==> src/rtl/vmu_mem_responder_if.sv <==
// Vector memory request/response channel plus the single-outstanding 32-bit data bus,
// grouped so the responder and its driver see matching directions.
interface vmu_mem_responder_if #(
  parameter int REQ_DATA_WIDTH = 32,
  parameter int ADDR_WIDTH     = 32,
  parameter int VECTOR_LANES   = 8,
  parameter int MICROOP_WIDTH  = 4
);
  localparam int TW = $clog2(VECTOR_LANES);

  typedef struct packed {
    logic [ADDR_WIDTH-1:0]     address;
    logic [MICROOP_WIDTH-1:0]  microop;
    logic [TW-1:0]             ticket;
    logic [REQ_DATA_WIDTH-1:0] data;
  } vector_mem_req;

  typedef struct packed {
    logic [TW-1:0]             ticket;
    logic [REQ_DATA_WIDTH-1:0] data;
  } vector_mem_resp;

  logic                      mem_req_valid_i;
  vector_mem_req             mem_req_i;
  logic                      cache_ready_o;
  logic                      mem_resp_valid_o;
  vector_mem_resp            mem_resp_o;

  logic [ADDR_WIDTH-1:0]     bus_addr_o;
  logic [REQ_DATA_WIDTH-1:0] bus_wdata_o;
  logic [3:0]                bus_ben_o;
  logic                      bus_re_o;
  logic                      bus_we_o;
  logic [REQ_DATA_WIDTH-1:0] bus_rdata_i;
  logic                      bus_ack_i;
  logic                      bus_err_i;

  modport slave (
    input  mem_req_valid_i, mem_req_i, bus_rdata_i, bus_ack_i, bus_err_i,
    output cache_ready_o, mem_resp_valid_o, mem_resp_o,
    output bus_addr_o, bus_wdata_o, bus_ben_o, bus_re_o, bus_we_o
  );

  modport master (
    output mem_req_valid_i, mem_req_i, bus_rdata_i, bus_ack_i, bus_err_i,
    input  cache_ready_o, mem_resp_valid_o, mem_resp_o,
    input  bus_addr_o, bus_wdata_o, bus_ben_o, bus_re_o, bus_we_o
  );
endinterface

==> src/rtl/vmu_mem_responder.sv <==
// Responder for vmu vector memory beats: queues requests, runs them one at a time on the
// data bus, and returns ticketed responses for loads only.
module vmu_mem_responder #(
  parameter int REQ_DATA_WIDTH = 32,
  parameter int ADDR_WIDTH     = 32,
  parameter int VECTOR_LANES   = 8,
  parameter int FIFO_DEPTH     = 4,
  parameter int TIMEOUT        = 255,
  parameter int MICROOP_WIDTH  = 4
) (
  input  logic                 clk,
  input  logic                 rst_n,
  vmu_mem_responder_if.slave   bus,
  output logic                 err_o,
  output logic                 idle_o
);
  localparam int TW  = $clog2(VECTOR_LANES);
  localparam int PW  = $clog2(FIFO_DEPTH);
  localparam int CW  = PW + 1;
  localparam int TMW = $clog2(TIMEOUT + 1);
  localparam logic [MICROOP_WIDTH-1:0] OPCODE_VSTORE_C = MICROOP_WIDTH'(1);

  typedef enum logic [1:0] {S_IDLE, S_REQ, S_WAIT, S_RESP} state_t;

  state_t                    r_state;
  state_t                    w_nextState;

  logic [ADDR_WIDTH-3:0]     r_fifoAddr   [FIFO_DEPTH];
  logic [REQ_DATA_WIDTH-1:0] r_fifoData   [FIFO_DEPTH];
  logic [TW-1:0]             r_fifoTicket [FIFO_DEPTH];
  logic                      r_fifoStore  [FIFO_DEPTH];
  logic [PW-1:0]             r_wrPtr;
  logic [PW-1:0]             r_rdPtr;
  logic [CW-1:0]             r_count;

  logic [ADDR_WIDTH-3:0]     r_addr;
  logic [REQ_DATA_WIDTH-1:0] r_wdata;
  logic [TW-1:0]             r_ticket;
  logic                      r_isStore;
  logic [TMW-1:0]            r_timer;
  logic [REQ_DATA_WIDTH-1:0] r_respData;
  logic                      r_err;

  logic w_full, w_empty, w_push, w_pop;
  logic w_timeout, w_failed, w_done;
  logic w_unusedAddrLsbs;

  assign w_full  = (r_count == CW'(FIFO_DEPTH));
  assign w_empty = (r_count == '0);
  assign w_push  = bus.mem_req_valid_i & ~w_full;
  assign w_pop   = (r_state == S_IDLE) & ~w_empty;

  // Only word accesses exist on the bus, so the byte offset is dropped at enqueue.
  assign w_unusedAddrLsbs = ^bus.mem_req_i.address[1:0];

  assign w_timeout = (r_timer == TMW'(TIMEOUT - 1)) & ~bus.bus_ack_i & ~bus.bus_err_i;
  assign w_failed  = bus.bus_err_i | w_timeout;
  assign w_done    = bus.bus_ack_i | w_failed;

  assign bus.cache_ready_o = ~w_full;
  assign bus.bus_addr_o    = {r_addr, 2'b00};
  assign bus.bus_wdata_o   = r_wdata;
  assign bus.bus_ben_o     = 4'b1111;
  assign bus.mem_resp_o    = {r_ticket, r_respData};
  assign err_o             = r_err;
  assign idle_o            = w_empty & (r_state == S_IDLE);

  always_ff @(posedge clk or negedge rst_n) begin
    if (!rst_n) begin
      r_wrPtr <= '0;
      r_rdPtr <= '0;
      r_count <= '0;
      for (int i = 0; i < FIFO_DEPTH; i++) begin
        r_fifoAddr[i]   <= '0;
        r_fifoData[i]   <= '0;
        r_fifoTicket[i] <= '0;
        r_fifoStore[i]  <= 1'b0;
      end
    end else begin
      if (w_push) begin
        r_fifoAddr[r_wrPtr]   <= bus.mem_req_i.address[ADDR_WIDTH-1:2];
        r_fifoData[r_wrPtr]   <= bus.mem_req_i.data;
        r_fifoTicket[r_wrPtr] <= bus.mem_req_i.ticket;
        r_fifoStore[r_wrPtr]  <= (bus.mem_req_i.microop == OPCODE_VSTORE_C);
        r_wrPtr               <= r_wrPtr + PW'(1);
      end
      if (w_pop) begin
        r_rdPtr <= r_rdPtr + PW'(1);
      end
      case ({w_push, w_pop})
        2'b10:   r_count <= r_count + CW'(1);
        2'b01:   r_count <= r_count - CW'(1);
        default: r_count <= r_count;
      endcase
    end
  end

  always_ff @(posedge clk or negedge rst_n) begin
    if (!rst_n) begin
      r_state <= S_IDLE;
    end else begin
      r_state <= w_nextState;
    end
  end

  // Access context is captured at pop and held untouched until the response cycle.
  always_ff @(posedge clk or negedge rst_n) begin
    if (!rst_n) begin
      r_addr     <= '0;
      r_wdata    <= '0;
      r_ticket   <= '0;
      r_isStore  <= 1'b0;
      r_timer    <= '0;
      r_respData <= '0;
      r_err      <= 1'b0;
    end else begin
      if (w_pop) begin
        r_addr    <= r_fifoAddr[r_rdPtr];
        r_wdata   <= r_fifoData[r_rdPtr];
        r_ticket  <= r_fifoTicket[r_rdPtr];
        r_isStore <= r_fifoStore[r_rdPtr];
      end
      if (r_state == S_REQ) begin
        r_timer <= '0;
      end
      if (r_state == S_WAIT) begin
        r_timer <= r_timer + TMW'(1);
        if (w_done) begin
          r_respData <= w_failed ? '0 : bus.bus_rdata_i;
          if (w_failed) begin
            r_err <= 1'b1;
          end
        end
      end
    end
  end

  always_comb begin
    w_nextState          = r_state;
    bus.bus_re_o         = 1'b0;
    bus.bus_we_o         = 1'b0;
    bus.mem_resp_valid_o = 1'b0;
    case (r_state)
      S_IDLE: begin
        if (!w_empty) begin
          w_nextState = S_REQ;
        end
      end
      S_REQ: begin
        bus.bus_re_o = ~r_isStore;
        bus.bus_we_o = r_isStore;
        w_nextState  = S_WAIT;
      end
      S_WAIT: begin
        if (w_done) begin
          w_nextState = S_RESP;
        end
      end
      S_RESP: begin
        bus.mem_resp_valid_o = ~r_isStore;
        w_nextState          = S_IDLE;
      end
      default: begin
        w_nextState = S_IDLE;
      end
    endcase
  end
endmodule

==> src/flat_wrapper.sv <==
// flat-port wrapper written by rule: the top's interface ports become plain ports
module vmu_mem_responder_flat 
#(
  parameter int REQ_DATA_WIDTH = 32,
  parameter int ADDR_WIDTH     = 32,
  parameter int VECTOR_LANES   = 8,
  parameter int FIFO_DEPTH     = 4,
  parameter int TIMEOUT        = 255,
  parameter int MICROOP_WIDTH  = 4
)
  (clk, rst_n, err_o, idle_o, bus_mem_req_valid_i, bus_mem_req_i, bus_bus_rdata_i, bus_bus_ack_i, bus_bus_err_i, bus_cache_ready_o, bus_mem_resp_valid_o, bus_mem_resp_o, bus_bus_addr_o, bus_bus_wdata_o, bus_bus_ben_o, bus_bus_re_o, bus_bus_we_o);
  vmu_mem_responder_if #(.REQ_DATA_WIDTH(REQ_DATA_WIDTH), .ADDR_WIDTH(ADDR_WIDTH), .VECTOR_LANES(VECTOR_LANES), .MICROOP_WIDTH(MICROOP_WIDTH)) bus_i ();
  input  logic clk;
  input  logic rst_n;
  output logic err_o;
  output logic idle_o;
  input wire logic [$bits(bus_i.mem_req_valid_i)-1:0] bus_mem_req_valid_i;
  input wire logic [$bits(bus_i.mem_req_i)-1:0] bus_mem_req_i;
  input wire logic [$bits(bus_i.bus_rdata_i)-1:0] bus_bus_rdata_i;
  input wire logic [$bits(bus_i.bus_ack_i)-1:0] bus_bus_ack_i;
  input wire logic [$bits(bus_i.bus_err_i)-1:0] bus_bus_err_i;
  output wire logic [$bits(bus_i.cache_ready_o)-1:0] bus_cache_ready_o;
  output wire logic [$bits(bus_i.mem_resp_valid_o)-1:0] bus_mem_resp_valid_o;
  output wire logic [$bits(bus_i.mem_resp_o)-1:0] bus_mem_resp_o;
  output wire logic [$bits(bus_i.bus_addr_o)-1:0] bus_bus_addr_o;
  output wire logic [$bits(bus_i.bus_wdata_o)-1:0] bus_bus_wdata_o;
  output wire logic [$bits(bus_i.bus_ben_o)-1:0] bus_bus_ben_o;
  output wire logic [$bits(bus_i.bus_re_o)-1:0] bus_bus_re_o;
  output wire logic [$bits(bus_i.bus_we_o)-1:0] bus_bus_we_o;
  assign bus_i.mem_req_valid_i = bus_mem_req_valid_i;
  assign bus_i.mem_req_i = bus_mem_req_i;
  assign bus_i.bus_rdata_i = bus_bus_rdata_i;
  assign bus_i.bus_ack_i = bus_bus_ack_i;
  assign bus_i.bus_err_i = bus_bus_err_i;
  assign bus_cache_ready_o = bus_i.cache_ready_o;
  assign bus_mem_resp_valid_o = bus_i.mem_resp_valid_o;
  assign bus_mem_resp_o = bus_i.mem_resp_o;
  assign bus_bus_addr_o = bus_i.bus_addr_o;
  assign bus_bus_wdata_o = bus_i.bus_wdata_o;
  assign bus_bus_ben_o = bus_i.bus_ben_o;
  assign bus_bus_re_o = bus_i.bus_re_o;
  assign bus_bus_we_o = bus_i.bus_we_o;
  vmu_mem_responder #(.REQ_DATA_WIDTH(REQ_DATA_WIDTH), .ADDR_WIDTH(ADDR_WIDTH), .VECTOR_LANES(VECTOR_LANES), .FIFO_DEPTH(FIFO_DEPTH), .TIMEOUT(TIMEOUT), .MICROOP_WIDTH(MICROOP_WIDTH)) u_core (.clk(clk), .rst_n(rst_n), .bus(bus_i), .err_o(err_o), .idle_o(idle_o));
endmodule
==> config.mk <==
export PLATFORM = sky130hd
export DESIGN_NAME = vmu_mem_responder_flat
export DESIGN_NICKNAME = d
export VERILOG_FILES = /design/src/rtl/vmu_mem_responder_if.sv /design/src/rtl/vmu_mem_responder.sv /design/src/flat_wrapper.sv
export SDC_FILE = /design/constraint.sdc
export NUM_CORES = 1
export LEC_CHECK = 0
export BUFFER_PORTS_ARGS = -buffer_cell sky130_fd_sc_hd__buf_2
export CORE_ASPECT_RATIO = 0.7
export CORE_MARGIN = 2
export CORE_UTILIZATION = 45
export DETAILED_ROUTE_END_ITERATION = 10
export GPL_TIMING_DRIVEN = 0
export SLEW_MARGIN = 40
export SYNTH_ARGS = -nofsm -noshare
export SYNTH_HDL_FRONTEND = slang
export SYNTH_SLANG_ARGS = --single-unit
==> constraint.sdc <==
create_clock -name clk -period 2.9 [get_ports clk]
set_input_delay 0.435 -clock clk [delete_from_list [all_inputs] [get_ports clk]]
set_output_delay 0.435 -clock clk [all_outputs]
set_load 0.01 [all_outputs]
==> After elaboration in Yosys (flattened, before gate mapping) <==
Cells that the tools add are included.
{ "word_totals": {"out_inout_bits": 109, "word_cells": 101, "memories": 0, "inputBits": 108, "ff_bits": 380, "romBits": 0, "latch_bits": 0, "mem_bits_rw": 0} }
{ "op_classes": {"n_mul": 0, "mux": 34, "n_div": 0, "bitwise": 14, "magnitude_cmp": 3, "reduce_logical": 8, "n_eq_ne": 10, "n_addsub": 5, "shift": 0} }
{ "op_table": {"columns": ["op", "count"], "rows": [
  ["128-bit bitwise mux", 1],
  ["32-bit two-way mux", 4],
  ["120-bit bitwise mux", 1],
  ["30-bit two-way mux", 3],
  ["32-bit binary-select mux with 2-bit select", 1],
  ["32-bit demux with 2-bit select", 1],
  ["30-bit binary-select mux with 2-bit select", 1],
  ["30-bit demux with 2-bit select", 1],
  ["8-bit two-way mux", 2],
  ["12-bit bitwise mux", 1],
  ["3-bit two-way mux", 3],
  ["8-bit by 1-bit adder with 8-bit output (second input constant)", 1],
  ["8-bit == test (second input constant)", 1],
  ["2-bit one-hot mux with 4 select lines", 1],
  ["3-bit binary-select mux with 2-bit select", 1],
  ["3-bit demux with 2-bit select", 1],
  ["2-bit == test (second input constant)", 3],
  ["3-bit >= comparator (second input constant)", 2],
  ["1-bit two-way mux", 6],
  ["2-bit inverter with 3-bit output", 2],
  ["3-bit one-hot mux with 2 select lines", 1],
  ["1-bit bitwise AND", 5],
  ["1-bit inverter", 5],
  ["2-bit by 1-bit adder with 2-bit output (second input constant)", 2],
  ["other kinds (19)", 24]
]} }

==> Logic depth before layout (Yosys ltp) <==
Gate-level depths: netlist of the first run.
{ "depth": {"ltp_word": 7, "ltp_mapped": 10} }

==> Worst setup path before layout of the first run <==
OpenSTA, ideal clock, no wires.
{ "synth_timing": {"path_kind": "register -> register", "startpoint": "register u_core.r_count[0]", "endpoint": "register u_core.r_count[2]", "t_required_ns": 2.775, "path_stages_with_launch": 9, "path_slack_ns": 0.579, "setup_time_ns": 0.125, "t_arrival_ns": 2.196, "path_buffers": 1, "period_less_slack_ns": 2.321, "cell_sequence": "dfrtp_1 -> o31ai_1 -> inv_2 -> clkbuf_1 -> ha_1 -> fa_1 -> xnor2_1 -> nor2_1 -> xor2_1"} }
{ "synth_between": {"elab_chain_cells": 5} }
{ "synth_lines": {"columns": ["element", "line", "text"], "rows": [
  ["from (decl)", "vmu_mem_responder.sv:34", "logic [CW-1:0] r_count;"],
  ["from (signal assigned)", "vmu_mem_responder.sv:91", "2'b10: r_count <= r_count + CW'(1);"],
  ["from (signal assigned)", "vmu_mem_responder.sv:92", "2'b01: r_count <= r_count - CW'(1);"],
  ["from (signal assigned)", "vmu_mem_responder.sv:93", "default: r_count <= r_count;"],
  ["3-bit logical NOT *", "vmu_mem_responder.sv:49", "assign w_empty = (r_count == '0);"],
  ["1-bit inverter *", "vmu_mem_responder.sv:51", "assign w_pop = (r_state == S_IDLE) & ~w_empty;"],
  ["1-bit bitwise AND *", "vmu_mem_responder.sv:51", null],
  ["via u_core.w_pop", "vmu_mem_responder.sv:44", "logic w_full, w_empty, w_push, w_pop;"],
  ["2-bit by 1-bit == test with 1-bit output / 2-bit == test (equally long branches)", "vmu_mem_responder.sv:90", "case ({w_push, w_pop})"],
  ["3-bit one-hot mux with 2 select lines / 2-bit nonzero test (equally long branches)", null, null]
]} }
The timed path passes the listed nets; every way through them passes the cells marked *.
A chain may end at the register's enable or synchronous reset.

==> Worst setup path in the final report of the first run <==
{ "layout_timing": {"startpoint": "register u_core.r_state[0]", "endpoint": "output idle_o"} }
{ "layout_between": {"elab_chain_cells": 2} }
{ "layout_lines": {"columns": ["element", "line", "text"], "rows": [
  ["from (decl)", "vmu_mem_responder.sv:25", "state_t r_state;"],
  ["from (signal assigned)", "vmu_mem_responder.sv:102", "r_state <= w_nextState;"],
  ["2-bit logical NOT", "vmu_mem_responder.sv:66", "assign idle_o = w_empty & (r_state == S_IDLE);"],
  ["1-bit bitwise AND", "vmu_mem_responder.sv:66", null],
  ["to (decl)", "flat_wrapper.sv:16", "output logic idle_o;"]
]} }
Every way passes these cells.

==> results of run 1 <==
==> what timing repair did <==
item                                    in CTS  in global routing
setup buffers                                0                  0
endpoints found under the setup margin       1                  1
hold buffers                                 1                  0
resized for setup                            1                  1
hold endpoints to repair                    62                  0
==> worst max-delay path: stages (launching register included) <==
cell,delay (ns)
dfrtp_1,0.42
inv_1,0.13
ha_2,0.27
or4b_2,0.70
inv_1,0.11
buf_2,0.15
==> cells in the final DEF, fill, tap and decap left out, types with 5 or more instances in the layout <==
cell       synthesis  layout
buf_6             16      16
a22oi_1           32      32
nand2_1          237     237
mux2_1           160     160
o21ai_0           37      37
clkbuf_1          28      35
buf_16             0       5
clkbuf_16          0      41
inv_1              7       7
mux4_2            66      66
conb_1             2       6
ha_1              11      10
clkinv_2           0      12
mux2_2           106     106
xnor2_1            5       5
clkbuf_8           0       5
buf_4             12      12
dfrtp_1          380     380
buf_2             21     229
==> per-layer routing <==
layer / track usage [%] / up-vias / share of wire [%]
li1: - / 4661 / -
met1: 29.98 / 5166 / 49
met2: 29.62 / 174 / 45
met3: 3.614 / 51 / 4.1
met4: 5.449 / 2 / 1.9
met5: 0 / - / 0.036
==> sequential cells by signal, summed over array words and instances, names as in the netlist <==
signal and flops:
u_core.bus.bus_wdata_o 32, u_core.r_fifoData 128, u_core.r_wrPtr 2, u_core.r_count 3, u_core.r_fifoTicket 12, u_core.r_isStore 1
u_core.r_rdPtr 2, u_core.r_fifoStore 4, u_core.err_o 1, u_core.r_state 2, u_core.r_respData 32, u_core.r_addr 30
u_core.r_fifoAddr 120, u_core.r_ticket 3, u_core.r_timer 8
==> final cells by class <==
| cell class | count | area (sq um) | share of cell area, % |
|---|---|---|---|
| Multi-Input combinational cell | 706 | 6359 | 32.67 |
| Buffer | 79 | 490.5 | 2.520 |
| Sequential cell | 380 | 9509 | 48.86 |
| Inverter | 9 | 33.78 | 0.1736 |
| Clock inverter | 16 | 135.1 | 0.6944 |
| Timing Repair Buffer | 214 | 1199 | 6.159 |
| Clock buffer | 54 | 1125 | 5.780 |
| Tap cell | 480 | 600.6 | 3.086 |
| Antenna cell | 4 | 10.01 | 0.05143 |
==> cell usage after synthesis (2+ instances only) <==
cell	instances	area [sq um]
a21oi_1	3	15.01
a22oi_1	32	240.2
buf_1	2	7.510
buf_2	21	105.1
buf_4	12	90.09
buf_6	16	180.2
clkbuf_1	28	105.1
conb_1	2	7.510
dfrtp_1	380	9509
ha_1	11	137.6
inv_1	7	26.28
mux2_1	160	1802
mux2_2	106	1194
mux4_2	66	1486
nand2_1	237	889.6
nand2b_1	2	12.51
nand3_1	3	15.01
nand3_2	4	40.04
nand4_1	2	12.51
nor2_1	4	15.01
nor2b_1	3	18.77
o2111ai_1	2	17.52
o211ai_1	2	15.01
o21ai_0	37	185.2
or3_1	2	12.51
xnor2_1	5	43.79
xor2_1	2	17.52
==> metrics by stage <==
step / hold slack, ns / setup slack, ns / instance area, sq um / utilization, %
3_5_place_dp: 0.4381 / 0.02786 / 18180 / 50.71
3_3_place_gp: 0.4493 / -6.253 / 18020 / 50.26
6_report: 0.1259 / 0.1538 / 19460 / 54.29
4_1_cts: 0.09330 / 0.05482 / 19450 / 54.25
2_1_floorplan: 0.1394 / 0.5791 / 16380 / -
5_1_grt: 0.1312 / 0.03015 / 19460 / 54.28
==> power groups by stage <==
stage          sequential [uW]  combinational [uW]  clock [uW]
2_1_floorplan             9260                5990           0
3_3_place_gp              9250                8470           0
3_5_place_dp              9340                8690           0
4_1_cts                   9260                8710        5110
5_1_grt                   9590                9440        5330
6_report                  9260                8520        4960
==> worst max path at each step <==
stage                            startpoint                     to  slack, ns  depth (start not counted)
final                     u_core.r_state[0]                 idle_o       0.15                          5
after global routing      u_core.r_state[0]                 idle_o       0.03                          5
after CTS                 u_core.r_state[0]                 idle_o       0.05                          5
after detailed placement  u_core.r_state[0]      u_core.r_count[1]       0.03                          8
after global placement                rst_n  u_core.r_fifoAddr[16]      -6.25                          1
after floorplan           u_core.r_count[0]      u_core.r_count[2]       0.58                          8
==> logic make-up (layout without fill, tap and decap cells) <==
group | after synthesis | in the layout | share of synthesized area (%)
flip-flops | 380 | 380 | 58.12
AO/OA/AOI/OAI | 82 | 82 | 3.220
multiplexers | 333 | 333 | 27.45
XOR/XNOR | 7 | 7 | 0.3747
AND/OR/NAND/NOR | 266 | 266 | 6.630
other | 2 | 10 | 0.04590
buffers and inverters | 88 | 372 | 3.189
adder cells (fa/ha/maj) | 12 | 12 | 0.9636
==> metrics.md, run 1 <==
| Metric | Value |
|---|---|
| Outcome | `completed` |
| Synth Cell Area | `0.01636 sq mm` |
| Placer congestion estimate | `0.7987` |
| Final Hold Fails | `0` |
| CP Launch Type | `flip-flop` |
| Tot Pwr | `22740 uW` |
| Async SR Flop Fraction | `100.0%` |
| Fin crit period | `~2.7 ns` |
| Area Growth Syn to Fin | `18.95%` |
| Die Y | `between 150 and 200 um` |
| Syn avg cell area | `roughly 14 sq um` |
| Switching power of the nets | `around 7500 uW` |
| Clock network power share | `21.8%` |
| RSZ-0062 raised after global routing | `no` |
| Fmax | `around 360 MHz` |
| Max Root-Sink Buffers | `3` |
| Initial antenna violation count | `6` |
| Vias per inst | `5.177` |
| FF-to-FF setup slack | `0.25 ns` |
| Router iterations before antenna repair | `5` |
| WS Path Type | `flip-flop to primary output` |
| H-tree depth | `2` |
| Nets | `1549` |
| Die area | `about 0.038 sq mm` |
| First-pass GRT wire length | `about 59 mm` |
| Die Wd | `~230 um` |
| Slew margin rel. | `about half` |
| Avg WL per Cell | `18.85 um` |
| RR Startpoint | `u_core.r_count[1]` |
| Max FO, Critical Path | `4` |
| Worst r2r dst | `u_core.r_count[2]` |
| CTS buffer count | `39` |
| DRT Wirelength | `about 37 mm` |
| GRT Total Usage | `19.90%` |
| Worst Hold End | `u_core.err_o` |
| Slew Viols, Final | `0` |
| Prevailing post-synth register cell | `dfrtp_1` |
| Pleak | `0.008997 uW` |
| Clock transition at the registers of the reported paths | `approximately 0.060 ns` |
| Fin Setup TNS | `0 ns` |
| Boundary Pins | `approximately 220` |
| Initial core utilization | `around 46%` |
| Buffers on Ports | `around 210` |
| Combinational power share | `37.5%` |
| Placed instance count | `1867` |
| Share of cells above drive strength 1 | `between 30% and 40%` |
| Root buffer cell | `clkbuf_16` |
| Max IR drop VDD | `0.0005205 V` |
| WP data required | `roughly 2.5 ns` |
| Reg power frac | `a little over 40%` |
| Clk_skew | `0.01841 ns` |
| Period utilisation layout | `94.70%` |
| Sequential area share after synthesis | `between 50% and 60%` |
| Tightest Pin Transition | `between 0.7 and 0.8 ns` |
| Post-route insts no fill | `approximately 1900` |
| Worst min path class | `input pin to flip-flop` |
| Pwr Density | `around 1200 mW/mm^2` |
| R2R cell count | `8` |
| CORE AREA | `0.03585 sq mm` |
| Endpoints failing setup | `0` |
| Yosys cell types | `46` |
| Synthesized flop and latch total | `380` |
| DRC | `0` |
| EDFF count, synth | `0` |
| Yosys warns | `0` |
| Pint | `15270 uW` |
| WP data arrival | `between 2 and 2.5 ns` |
| Cells after synthesis | `1170` |
| Largest net degree at the start of global routing | `74` |
| Final ANT Viol Nets | `0` |
| TritonCTS clock tree | `done` |
| Remaining Overflow, GRT | `0` |
| # Max-Cap Violations | `0` |
| Rows | `58` |
| Vias in the first global route | `around 10000` |
| HP Start | `bus_bus_ack_i` |
| Sw Ratio | `between 30 and 40%` |
| Vias | `approximately 10000` |
| Hold Path Depth | `2` |
| Initial DRC count | `520` |
| Nature of the critical path endpoint | `primary output` |
| Fill count | `roughly 3100` |
| CTS Sinks | `380` |
| Skew-Pair Late Insertion Delay | `between 0.5 and 0.6 ns` |
| Detailed Place HPWL | `24.79 mm` |
Note: power is estimated with default switching activity, not from simulation.
==> run 2, diff against run 1 <==
Settings changed: CELL_PAD_IN_SITES_DETAIL_PLACEMENT set to 1, CELL_PAD_IN_SITES_GLOBAL_PLACEMENT set to 2, CORE_MARGIN 2 to 5, CORE_UTILIZATION 45 to 40, PLACE_DENSITY_LB_ADDON set to 0.1.
==> run 2 against run 1 <==
Compared with the run above:
- sequential power about the same
- largest power group unchanged
- non-clock buffer count unchanged
- clock skew rose by 0.00097 ns
- highest routed layer is now met4
- largest cell class unchanged
- cell count rose by 3.0%
==> metrics.md, run 2 (synthesis gave the netlist of run 1 again) <==
| Metric | Value |
|---|---|
| TritonCTS clock tree | `done (unchanged)` |
| Clock transition at the registers of the reported paths | `0.06 ns (about the same)` |
| Max Root-Sink Buffers | `3 (unchanged)` |
| Pleak | `0.008980 uW (was 0.008997 uW)` |
| Bufs and invs on worst path | `3 (unchanged)` |
| Placed instance count | `1931 (was 1867)` |
| Die area | `0.04511 sq mm (was 0.03792 sq mm)` |
| Commonest non-fill, non-tap cell in the layout | `dfrtp_1 (unchanged)` |
| Vias in the first global route | `11070 (was 10480)` |
| Fmax | `365.0 MHz (was 364.1 MHz)` |
| Vias per inst | `5.062 (was 5.177)` |
| Max stage delay cell, worst path | `or4b_2 (unchanged)` |
| Initial antenna violation count | `0 (was 6)` |
| Crit-path max cell delay | `0.69 ns (was 0.70 ns)` |
| WP data arrival | `2.31 ns (about the same)` |
| Nature of the critical path endpoint | `primary output (unchanged)` |
| Skew-Pair Late Insertion Delay | `0.54 ns (about the same)` |
| WP data required | `2.47 ns (about the same)` |
| Top Registers | `u_core.r_fifoData x128, u_core.r_fifoAddr x120 (unchanged)` |
| Worst Slack Setup Final | `0.1599 ns (was 0.1538 ns)` |
| Max FO, Critical Path | `4 (unchanged)` |
| Clk_skew | `0.01938 ns (was 0.01841 ns)` |
| Buffers on Ports | `208 (unchanged)` |
| Initial DRC count | `398 (was 520)` |
| CP cell instances | `inv_1 > ha_1 > or4b_2 > inv_1 > buf_2 (was inv_1 > ha_2 > or4b_2 > inv_1 > buf_2)` |
| Final ANT Viol Nets | `0 (unchanged)` |
| Die Wd | `251.7 um (was 231.9 um)` |
| CTS buffer count | `40 (was 39)` |
| Nets | `1550 (was 1549)` |
| H-tree depth | `2 (unchanged)` |
| Tightest Pin Transition | `0.7945 ns (was 0.7703 ns)` |
| Most frequent cells in the layout | `dfrtp_1 (380), nand2_1 (237), buf_2 (228) (was dfrtp_1 (380), nand2_1 (237), buf_2 (229))` |
| Vias | `10130 (was 10050)` |
| Slew Viols, Final | `0 (unchanged)` |
| Max reg flops | `128 (unchanged)` |
| Post-route insts no fill | `2001 (was 1942)` |
| Max IR drop VDD | `0.0004810 V (was 0.0005205 V)` |
| Router iterations before antenna repair | `4 (was 5)` |
| CP dominant cell by count | `inv_1 (unchanged)` |
| Fin crit period | `2.740 ns (was 2.746 ns)` |
| Avg WL per Cell | `20.28 um (was 18.85 um)` |
| Largest net degree at the start of global routing | `73 (was 74)` |
| Pwr Density | `1172 mW/mm^2 (was 1168 mW/mm^2)` |
| FF-to-FF setup slack | `0.34 ns (was 0.25 ns)` |
| DP Worst Slack | `0.03990 ns (was 0.02786 ns)` |
| Share of cells above drive strength 1 | `34.43% (was 34.84%)` |
| Rows | `62 (was 58)` |
| Fin Setup TNS | `0 ns (unchanged)` |
| Post-CTS setup buffer count | `0 (unchanged)` |
| DRT Wirelength | `40.58 mm (was 36.60 mm)` |
| Endpoints failing setup | `0 (unchanged)` |
| Detailed Place HPWL | `27.96 mm (was 24.79 mm)` |
| First-pass GRT wire length | `64.85 mm (was 58.57 mm)` |
| DRC | `0 (unchanged)` |
| Initial core utilization | `40.17% (was 45.64%)` |
| Outcome | `completed (unchanged)` |
| CTS Sinks | `380 (unchanged)` |
| Slew margin rel. | `47.03% (was 48.65%)` |
| Period utilisation layout | `94.49% (was 94.70%)` |
| Final core occ | `47.91% (was 54.29%)` |
| Die Y | `179.2 um (was 163.5 um)` |
| Remaining Overflow, GRT | `0 (unchanged)` |
| WS Path Type | `flip-flop to primary output (unchanged)` |
| GRT Total Usage | `18.26% (was 19.90%)` |
| Root buffer cell | `clkbuf_16 (unchanged)` |
| RSZ-0062 raised after global routing | `no (unchanged)` |
| CORE AREA | `0.04073 sq mm (was 0.03585 sq mm)` |
| CP Launch Type | `flip-flop (unchanged)` |
| Worst min path class | `input pin to flip-flop (unchanged)` |
| # Max-Cap Violations | `0 (unchanged)` |
| Biggest register | `u_core.r_fifoData (unchanged)` |
| Boundary Pins | `217 (unchanged)` |
| Area Growth Syn to Fin | `19.26% (was 18.95%)` |
| Cell family with most CP delay | `simple AND/OR/NAND/NOR gates (unchanged)` |
| Fill count | `4189 (was 3052)` |
| Final Hold Fails | `0 (unchanged)` |
| Placer congestion estimate | `0.7658 (was 0.7987)` |
run 2: cell count changes in the layout (fill, tap and decap cells not counted), sizes merged:
| cell | previous run | this run |
|---|---|---|
| clkinvlp | 2 | 1 |
| clkbuf | 82 | 86 |
| bufinv | 2 | 1 |
| inv | 8 | 10 |
| diode | 4 | 2 |
| clkinv | 13 | 6 |
run 2: area by class of cell:
type                            count  area [sq um]  area share (%)
Antenna cell                        2         5.005         0.02565
Buffer                             79         489.2           2.507
Clock buffer                       58          1160           5.944
Clock inverter                      9         80.08          0.4104
Inverter                            9         33.78          0.1731
Multi-Input combinational cell    706          6356           32.57
Sequential cell                   380          9509           48.73
Tap cell                          544         680.7           3.488
Timing Repair Buffer              214          1199           6.143
run 2: layer usage:
layer	part of all wire [%]	vias to the layer above	GRT usage (%)	wire length [um]
met5	0	-	0	0
met4	1.5	0	3.409	607
met3	3.1	46	2.886	1263
met2	47	127	29.32	19110
met1	48	5307	26.76	19600
li1	-	4649	-	-
run 2: stage by stage:
stage / power, uW / area (sq um) / hold WS (ns)
finish: 22870 / 19510 / 0.1209
global route: 24550 / 19510 / 0.1148
CTS: 23310 / 19500 / 0.09472
detailed placement: 18210 / 18250 / 0.3872
global placement: 17880 / 18100 / 0.4529
floorplan: 15240 / 16380 / 0.1394
run 2: repair_timing:
| item | CTS | global route |
|---|---|---|
| hold endpoints to repair | 49 | 0 |
| setup endpoints to repair | 0 | 3 |
| hold buffers | 1 | 0 |
| gates resized for setup | 0 | 3 |
run 2: final timing paths:
check	startpoint	end	depth (start not counted)
setup / recovery	u_core.r_state[0]	idle_o	5
hold / removal	bus_bus_rdata_i[27]	u_core.r_respData[27]	3
setup reg to reg	u_core.r_state[1]	u_core.r_count[2]	10
hold reg to reg	u_core.bus.bus_wdata_o[16]	u_core.bus.bus_wdata_o[16]	2
max in group asynchronous	rst_n	u_core.r_fifoData[7]	4
min in group asynchronous	rst_n	u_core.r_respData[18]	2
run 2: tightest hold or removal path: stages:
cell and delay, ns:
buf_2 0.08, a22oi_1 0.05, o21ai_0 0.06
run 2: where the power goes:
part / switching [uW] / internal [uW] / total [uW]
clock: 2080 / 2860 / 4940
combinational: 4200 / 4440 / 8640
sequential: 1360 / 7940 / 9290
==> run 3, diff against run 2 <==
Settings changed: CORE_UTILIZATION 40 to 44.
Clock period 2.9 ns to 3.3 ns, I/O delays scaled along.
==> run 3 against run 2 <==
Compared with the run above:
- first-iteration DRC count up 30%
- clock power down 8.7%
- clock skew down 0.011 ns
- flip-flop and latch count unchanged
- register-to-register slack better by 0.07 ns
- via count up 1.4%
- non-clock buffer count unchanged
- power down 11%
- setup slack better by 0.25 ns
- cell count down 2.5%
- cell area unchanged
- combinational power down 12%
- critical path type is now flip-flop to flip-flop
==> metrics.md, run 3 (synthesis gave the netlist of run 1 again) <==
| Metric | Value |
|---|---|
| Outcome | `completed (unchanged)` |
| First-pass GRT wire length | `65.09 mm (was 64.85 mm)` |
| Area of the multi-input gates | `0.006351 sq mm (was 0.006356 sq mm)` |
| WP data required | `3.71 ns (was 2.47 ns)` |
| Cts repair resizes | `0 (unchanged)` |
| Placed instance count | `1875 (was 1931)` |
| Max FO, Critical Path | `10 (was 4)` |
| Slew Viols, Final | `0 (unchanged)` |
| Avg WL per Cell | `20.80 um (was 20.28 um)` |
| Share of cells above drive strength 1 | `34.54% (was 34.43%)` |
| Nets | `1550 (unchanged)` |
| Max reg flops | `128 (unchanged)` |
| Sequential cell area | `0.009509 sq mm (unchanged)` |
| Slew margin rel. | `43.74% (was 47.03%)` |
| HP Start | `bus_bus_ack_i (was bus_bus_rdata_i[27])` |
| Final Hold Fails | `0 (unchanged)` |
| Nature of the critical path endpoint | `flip-flop (was primary output)` |
| H-tree depth | `2 (unchanged)` |
| RR Startpoint | `u_core.r_count[0] (was u_core.r_state[1])` |
| Area Growth Syn to Fin | `19.26% (unchanged)` |
| Die Y | `171.3 um (was 179.2 um)` |
| Die Wd | `240.5 um (was 251.7 um)` |
| Post-CTS setup buffer count | `0 (unchanged)` |
| Top Registers | `u_core.r_fifoData x128, u_core.r_fifoAddr x120 (unchanged)` |
| Endpoints failing setup | `0 (unchanged)` |
| Vias | `10270 (was 10130)` |
| Pwr Density | `1040 mW/mm^2 (was 1172 mW/mm^2)` |
| Tightest Pin Transition | `0.8439 ns (was 0.7945 ns)` |
| Router iterations before antenna repair | `4 (unchanged)` |
| CORE AREA | `0.03691 sq mm (was 0.04073 sq mm)` |
| TritonCTS clock tree | `done (unchanged)` |
| Largest net degree at the start of global routing | `73 (unchanged)` |
| Skew-Pair Late Insertion Delay | `0.53 ns (was 0.54 ns)` |
| Worst min path class | `input pin to flip-flop (unchanged)` |
| Initial core utilization | `44.33% (was 40.17%)` |
| # Max-Cap Violations | `0 (unchanged)` |
| DP Worst Slack | `0.3007 ns (was 0.03990 ns)` |
| Max IR drop VDD | `0.0005278 V (was 0.0004810 V)` |
| Die area | `0.04120 sq mm (was 0.04511 sq mm)` |
| CP Launch Type | `flip-flop (unchanged)` |
| Fmax | `~350 MHz` |
| Vias in the first global route | `11330 (was 11070)` |
| Pleak | `0.009020 uW (was 0.008980 uW)` |
| Final ANT Viol Nets | `0 (unchanged)` |
| Period utilisation layout | `just under 90%` |
| Detailed Place HPWL | `27.67 mm (was 27.96 mm)` |
| Post-route insts no fill | `1950 (was 2001)` |
| Clock transition at the registers of the reported paths | `0.06 ns (about the same)` |
| Initial DRC count | `519 (was 398)` |
| GRT Total Usage | `19.97% (was 18.26%)` |
| Root buffer cell | `clkbuf_16 (unchanged)` |
| Crit path launch | `u_core.r_count[0] (was u_core.r_state[0])` |
| CTS Sinks | `380 (unchanged)` |
| CTS buffer count | `40 (unchanged)` |
| Vias per inst | `5.267 (was 5.062)` |
| DRT Wirelength | `40.57 mm (was 40.58 mm)` |
| Most frequent cells in the layout | `dfrtp_1 (380), nand2_1 (237), buf_2 (228) (unchanged)` |
| Biggest register | `u_core.r_fifoData (unchanged)` |
| Rows | `59 (was 62)` |
| Remaining Overflow, GRT | `0 (unchanged)` |
| Boundary Pins | `217 (unchanged)` |
| WS Path Type | `flip-flop to flip-flop (was flip-flop to primary output)` |
| WP data arrival | `3.29 ns (was 2.31 ns)` |
| Worst Slack Setup Final | `0.4129 ns (was 0.1599 ns)` |
| RSZ-0062 raised after global routing | `no (unchanged)` |
| Commonest non-fill, non-tap cell in the layout | `dfrtp_1 (unchanged)` |
| Clk_skew | `0.008605 ns (was 0.01938 ns)` |
| Fill count | `3766 (was 4189)` |
| Tot Pwr | `20280 uW (was 22870 uW)` |
| Initial antenna violation count | `7 (was 0)` |
| DRC | `0 (unchanged)` |
| Buffers on Ports | `208 (unchanged)` |
| Max Root-Sink Buffers | `3 (unchanged)` |
| Placer congestion estimate | `0.7346 (was 0.7658)` |
| Fin crit period | `~2.9 ns` |
-- run 3: cell count changes in the layout (fill, tap and decap cells not counted), sizes merged --
cell,change
clkbuf,+7
inv,-2
clkinvlp,-1
diode,+1
-- run 3: worst paths after layout --
path / end / cells past startpoint / slack, ns
min in group asynchronous: u_core.r_fifoData[107] / 2 / 0.51
max in group asynchronous: u_core.r_fifoData[125] / 5 / 1.39
setup / recovery: u_core.r_count[2] / 8 / 0.41
setup reg to reg: u_core.r_count[2] / 8 / 0.41
hold reg to reg: u_core.bus.bus_wdata_o[23] / 2 / 0.47
hold / removal: u_core.err_o / 2 / 0.18
-- run 3: metrics by stage --
stage | utilization [%] | area (sq um) | setup TNS (ns) | hold WS, ns
CTS | 52.84 | 19510 | 0 | 0.1501
floorplan | - | 16380 | 0 | 0.1994
finish | 52.86 | 19510 | 0 | 0.1829
global placement | 48.84 | 18030 | -2282.57 | 0.4510
global route | 52.86 | 19510 | 0 | 0.1582
detailed placement | 49.24 | 18170 | 0 | 0.4569
-- run 3: per-layer routing --
| metal | wire [um] | vias up | track usage, % |
|---|---|---|---|
| met2 | 19220 | 142 | 32.19 |
| met4 | 863 | 8 | 5.449 |
| li1 | - | 4651 | - |
| met5 | 35 | - | 0 |
| met1 | 19050 | 5407 | 28.57 |
| met3 | 1391 | 62 | 3.190 |
-- run 3: worst max-delay path, cell delays in order (launching register included) --
cell	delay, ns
dfrtp_1	0.45
o31ai_1	0.63
inv_2	0.16
clkbuf_1	0.35
ha_1	0.37
fa_1	0.44
xnor2_1	0.16
nor2_1	0.06
xor2_1	0.14
-- run 3: layout make-up --
class / instances / area share (%)
antenna: 3 / 0.03847
buffer: 79 / 2.501
clock buffer: 65 / 6.489
clock inverter: 6 / 0.2821
inverter: 9 / 0.1731
multi-input combinational: 706 / 32.55
sequential: 380 / 48.73
tap: 488 / 3.129
timing repair buffer: 214 / 6.104
-- run 3: timing repair --
item                                    in CTS  in global routing
hold buffers                                 1                  0
endpoints found under the setup margin       0                  0
hold endpoints to repair                    64                  0
-- run 3: where the power goes --
group | total (uW) | internal [uW] | switching, uW
sequential | 8190 | 6970 | 1220
clock | 4510 | 2690 | 1820
combinational | 7590 | 3900 | 3690
total | 20300 | 13600 | 6720
